[config.mk]
export PLATFORM = sky130hd
export DESIGN_NAME = xor_32
export DESIGN_NICKNAME = d
export VERILOG_FILES = /design/src/rtl/xor_32.sv
export SDC_FILE = /design/constraint.sdc
export NUM_CORES = 1
export LEC_CHECK = 0
export CAP_MARGIN = 20
export CELL_PAD_IN_SITES_DETAIL_PLACEMENT = 1
export CELL_PAD_IN_SITES_GLOBAL_PLACEMENT = 1
export CORE_AREA = 10 10 99 101
export CTS_BUF_LIST = sky130_fd_sc_hd__clkbuf_8
export DETAILED_ROUTE_END_ITERATION = 10
export DIE_AREA = 0 0 109 111
export PLACE_DENSITY_LB_ADDON = 0.12
export SETUP_SLACK_MARGIN = 0.05
export SLEW_MARGIN = 20
export SYNTH_ARGS = -nofsm -noshare
export SYNTH_HDL_FRONTEND = slang
export SYNTH_SLANG_ARGS = --single-unit
[constraint.sdc]
create_clock -name clk -period 1.15 [get_ports clk]
set_input_delay 0.115 -clock clk [delete_from_list [all_inputs] [get_ports clk]]
set_output_delay 0.115 -clock clk [all_outputs]
set_load 0.03 [all_outputs]
[src/rtl/xor_32.sv]
// xor_32: registered bitwise XOR unit with valid tracking and result flags.
// One pipeline stage; zero/parity/popcount always describe the value on out.
module xor_32 #(
  parameter int WIDTH = 32
) (
  input  logic             clk,
  input  logic             rst_n,
  input  logic [WIDTH-1:0] a,
  input  logic [WIDTH-1:0] b,
  input  logic             in_valid,
  output logic [WIDTH-1:0] out,
  output logic             out_valid,
  output logic             zero,
  output logic             parity,
  output logic [5:0]       popcount
);

  // Number of ones in a result word; 6 bits so that 32 is representable.
  function automatic logic [5:0] count_ones(input logic [WIDTH-1:0] v);
    logic [5:0] cnt;
    cnt = 6'd0;
    for (int i = 0; i < WIDTH; i++) begin
      cnt = cnt + {5'd0, v[i]};
    end
    return cnt;
  endfunction

  // Odd parity of a result word (1 = odd number of ones).
  function automatic logic parity_of(input logic [WIDTH-1:0] v);
    return ^v;
  endfunction

  logic [WIDTH-1:0] result_s;
  logic [WIDTH-1:0] out_d, out_q;
  logic             valid_d, valid_q;
  logic             zero_d, zero_q;
  logic             parity_d, parity_q;
  logic [5:0]       popcount_d, popcount_q;

  assign result_s = a ^ b;

  // Next-state: capture a fresh result and its flags on valid, otherwise hold.
  always_comb begin
    out_d      = out_q;
    zero_d     = zero_q;
    parity_d   = parity_q;
    popcount_d = popcount_q;
    valid_d    = 1'b0;
    if (in_valid) begin
      out_d      = result_s;
      zero_d     = (result_s == {WIDTH{1'b0}});
      parity_d   = parity_of(result_s);
      popcount_d = count_ones(result_s);
      valid_d    = 1'b1;
    end else begin
      out_d      = out_q;
      zero_d     = zero_q;
      parity_d   = parity_q;
      popcount_d = popcount_q;
      valid_d    = 1'b0;
    end
  end

  // Output registers; reset state is an all-zero result, so zero starts high.
  always_ff @(posedge clk or negedge rst_n) begin
    if (!rst_n) begin
      out_q      <= {WIDTH{1'b0}};
      valid_q    <= 1'b0;
      zero_q     <= 1'b1;
      parity_q   <= 1'b0;
      popcount_q <= 6'd0;
    end else begin
      out_q      <= out_d;
      valid_q    <= valid_d;
      zero_q     <= zero_d;
      parity_q   <= parity_d;
      popcount_q <= popcount_d;
    end
  end

  assign out       = out_q;
  assign out_valid = valid_q;
  assign zero      = zero_q;
  assign parity    = parity_q;
  assign popcount  = popcount_q;

endmodule

# Word level (Yosys, flattened, before mapping)
# Index checks and enable logic that the tools add are counted.
[word_totals]
register_bits = 41
[op_classes]
bitwise_logic = 1
addsub = 31
n_mux = 1
n_reduce_logical = 2
[ops]
columns = ["operator", "n"]
rows = [
  ["$add 6x1->6", 26],
  ["$logic_not 32->1", 1],
  ["$reduce_xor 32->1", 1],
  ["$xor 32x32->32", 1],
  ["$add 5x1->6", 1],
  ["$add 4x1->5", 1],
  ["$add 3x1->4", 1],
  ["$add 2x1->3", 1],
  ["$add 1x1->2", 1],
  ["$mux 1", 1],
]

# Longest topological paths before layout
[depth]
ltp_word = 32
depth_mapped = 18
mapped_depth_nobuf = 18

# Worst setup path before layout
# Ideal clock, no wire load.
[synth_path]
path_kind = "input-to-reg"
startpoint = "input port b[0]"
endpoint = "register popcount_q[4] (netlist: popcount[4])"
setup_slack_ns = -3.694
arrival_time_ns = 4.719
stages = 18
n_path_buf = 0
required_ns = 1.025
cell_sequence = "xnor2_1 > inv_1 > fa_1 > inv_1 > fa_1 > fa_1 > fa_1 > fa_1 > fa_1 > inv_1 > ha_1 > inv_1 > fa_1 > inv_1 > a21o_1 > a21oi_1 > xnor2_1 > mux2_2"
[synth_between]
elab_chain_len = 32
[synth_lines]
columns = ["item", "line", "text"]
rows = [
  ["start: declaration", "9", "input logic [WIDTH-1:0] b,"],
  ["$xor 32x32->32", "40", "assign result_s = a ^ b;"],
  ["named net result_s[0]", "33", "logic [WIDTH-1:0] result_s;"],
  ["$add 1x1->2", "23", "cnt = cnt + {5'd0, v[i]};"],
  ["$add 2x1->3", "23", ""],
  ["$add 3x1->4", "23", ""],
  ["$add 4x1->5", "23", ""],
  ["$add 5x1->6", "23", ""],
  ["$add 6x1->6 (26 in a row)", "23", ""],
  ["end signal: assignment", "77", "popcount_q <= popcount_d;"],
  ["end: declaration", "38", "logic [5:0] popcount_d, popcount_q;"],
]
# The timed path passes the listed nets, and every way through them passes these cells.
# A chain may end at the register's enable or synchronous reset.

# Worst setup path after layout
[layout_path]
startpoint = "input port b[3]"
endpoint = "register popcount_q[4] (netlist: popcount[4])"
[layout_between]
elab_chain_len = 30
[layout_lines]
columns = ["item", "line"]
rows = [
  ["$xor 32x32->32", "40"],
  ["named net result_s[3]", "33"],
  ["$add 3x1->4", "23"],
  ["$add 4x1->5", "23"],
  ["$add 5x1->6", "23"],
  ["$add 6x1->6 (26 in a row)", "23"],
]
# The timed path passes the listed nets, and every way through them passes these cells.

==> results_dict.tcl <==
set metrics [dict create \
    cp-start-kind "input pin" \
    grt_max_degree 76 \
    clk_path_buf_depth 2 \
    diodes 0 \
    die_h_um 111 \
    skew_ps 0 \
    grt-ovfl-total 0 \
    num_vias 2602 \
    cts.clk_slew.worst_paths_ps 90 \
    ant_nets 0 \
    crit_type "input pin to flop" \
    nets 550 \
    cap_violations 0 \
    synth_seq_area_share 0.361 \
    antenna_found_initial 0 \
    cts_tree "done" \
    dieArea_um2 12100 \
    cpMaxStageDelayCell "fa_1" \
    clock_latency_ps 310 \
    dp_hpwl_um 7670 \
    syn-cell-area_um2 2850 \
    setup_viol 8 \
    sequentialPowerShare 0.125 \
    p_clk_frac 0.070 \
    syn_area_per_cell_um2 10.5 \
    numCtsBuffers 5 \
    place_area_um2 4770 \
    mostFrequentLayoutCells "77 x buf_4, 40 x dfrtp_1, 33 x nor2_1, 33 x a21oi_1, 28 x xnor2_4" \
    grt_pass1_vias 2993 \
    p_comb_frac 0.805 \
    grt_usage 0.172 \
    vias_per_cell 4.81 \
    worst_slack_ps -3540 \
    hold_path.class "input pin to flop" \
    cp-end-kind "flop" \
    grt_pass1_wl_um 16300 \
    cp_slowest_stage_delay_ps 580 \
    rsz0062_at_grt "yes" \
    layout.cells.most_common "buf_4" \
    fp.dieW_um 109 \
    finalCriticalPeriod_ps 4690 \
    port_buffers 107 \
    slew_violations 0 \
    wl_per_cell_um 21.2 \
    design.core.area_um2 7970 \
    violations "negative setup slack" \
    vdd_drop_max_v 0.00271 \
    cts_root_buf "clkbuf_8" \
    max_freq_mhz 213 \
    crit_path_max_fanout 2 \
    required_ps 1350 \
    path_cells "buf_2 > xnor2_4 > inv_1 > fa_1 > inv_2 > fa_2 > fa_2 > fa_1 > fa_1 > fa_1 > inv_2 > ha_4 > inv_2 > fa_2 > inv_2 > a21o_1 > a21oi_2 > xnor2_1 > mux2_4" \
    p_int_mw 9.09 \
    power.density_nw_per_um2 2980 \
    tightest_slew_ps 331 \
    drcViolationCount 0 \
    post-route-period-util 4.08 \
    fin_util 0.672 \
    maxSlewHeadroom 0.780 \
    num_io_pins 108 \
    rows 33 \
    power.leakage_nw 2.44 \
    drt_iter0_markers 67 \
    ys_seq_elements 41 \
    place_inst 503 \
    syn_to_final_growth_pct 88.0 \
    layout-drive-gt1-share 0.557 \
    power_switching_mw 6.88 \
    hold_viol 0 \
    start_util 0.357 \
    drt_wl_total_um 11500 \
    synth.net_count 385 \
    layout.cells.non_filler 541 \
    yosys_warnings 0 \
    netSwitchingFraction 0.431 \
    rrSetupSlack_ps 270 \
    dr.pass1.iters 4 \
    fin_area_um2 5350 \
    htreeDepth 2 \
    crit_arrival_ps 4890 \
    gp_congestion 0.814 \
    synth.distinct_cells 21 \
    clock_sinks 41 \
    netlist_instances 270 \
    status "finished with violations" \
]
==> area by class of cell <==
cell class | count | area, um^2
well taps | 105 | 131
clock inverters | 1 | 5.00
inverters | 38 | 143
clock buffers | 7 | 96.3
multi-input cells | 183 | 2520
repair buffers | 166 | 1430
fillers | 802 | 2620
flip-flops and latches | 41 | 1030
==> cells in the mapped netlist (all sizes together) <==
cell	number	area, um^2
dfstp	1	26.3
xor2	2	17.5
a21o	2	15.0
o211ai	1	7.51
nor4	1	6.26
mux2i	1	10.0
xnor2	48	420
dfrtp	40	1000
fa	24	480
mux2	4	45.0
a21oi	35	175
ha	24	300
nand2	1	3.75
clkbuf	1	3.75
nor2b	1	6.26
nor2	33	124
inv	38	143
nand4	4	25.0
o21ai	2	10.0
buf	7	27.5
==> power groups by stage <==
| stage | clock, mW | combinational [mW] | sequential [mW] |
|---|---|---|---|
| floorplan | 0 | 6.82 | 2.46 |
| global placement | 0 | 10.3 | 2.00 |
| detailed placement | 0 | 10.6 | 2.01 |
| CTS | 1.11 | 11.2 | 1.98 |
| global route | 1.19 | 14.1 | 2.02 |
| finish | 1.12 | 12.9 | 2.00 |
==> per-layer routing <==
layer,track usage,wire (um)
met1,0.195,4210
met4,0.0369,230
met5,0,0
met3,0.0453,758
met2,0.310,6280
==> logic make-up after synthesis <==
family	Yosys count	synth area share
compound gates	40	0.0729
xor+xnor	50	0.154
fa+ha+maj	48	0.274
buf+inv	46	0.0611
flops	41	0.361
mux	5	0.0193
simple gates	40	0.0580
==> state kept, by name, indices dropped and copies added (netlist names) <==
signal / cells
out_valid: 1
zero: 1
parity: 1
popcount: 6
out: 32
==> critical path: cells and delay by family <==
family / cells / cell delay (ps)
adder cells (fa/ha/maj): 8 / 3520
buffers and inverters: 6 / 470
XOR/XNOR: 2 / 290
multiplexers: 1 / 250
AO/OA/AOI/OAI: 2 / 230
==> stage by stage <==
| stage | total power, mW | setup TNS [ps] | hold WS (ps) | worst slack [ps] |
|---|---|---|---|---|
| after floorplan | 9.28 | -18940 | -181 | -3340 |
| after global routing | 17.3 | -20830 | 213 | -3650 |
| after global placement | 12.3 | -25090 | 105 | -4030 |
| after CTS | 14.3 | -20210 | 208 | -3580 |
| final | 16.0 | -20130 | 214 | -3540 |
| after detailed placement | 12.6 | -26220 | 106 | -4140 |
==> path summary, 6_finish.rpt <==
kind	cells past startpoint	to	start
min	4	out[0]	a[0]
min reg2reg	2	out[16]	out[16]
max reg2reg	3	zero	zero
max	19	popcount[4]	b[3]
max in group asynchronous	3	zero	rst_n
min in group asynchronous	3	out[0]	rst_n
==> timing repair <==
action                                  4_1_cts  5_1_grt
hold buffers                                  1        0
gates resized for setup                     215       92
gates cloned                                  0        0
endpoints found under the setup margin       12       11
hold endpoints to repair                     40        0
pin swaps                                    64       53
setup buffers                                14       15
Power figures use the tool's default switching activity.
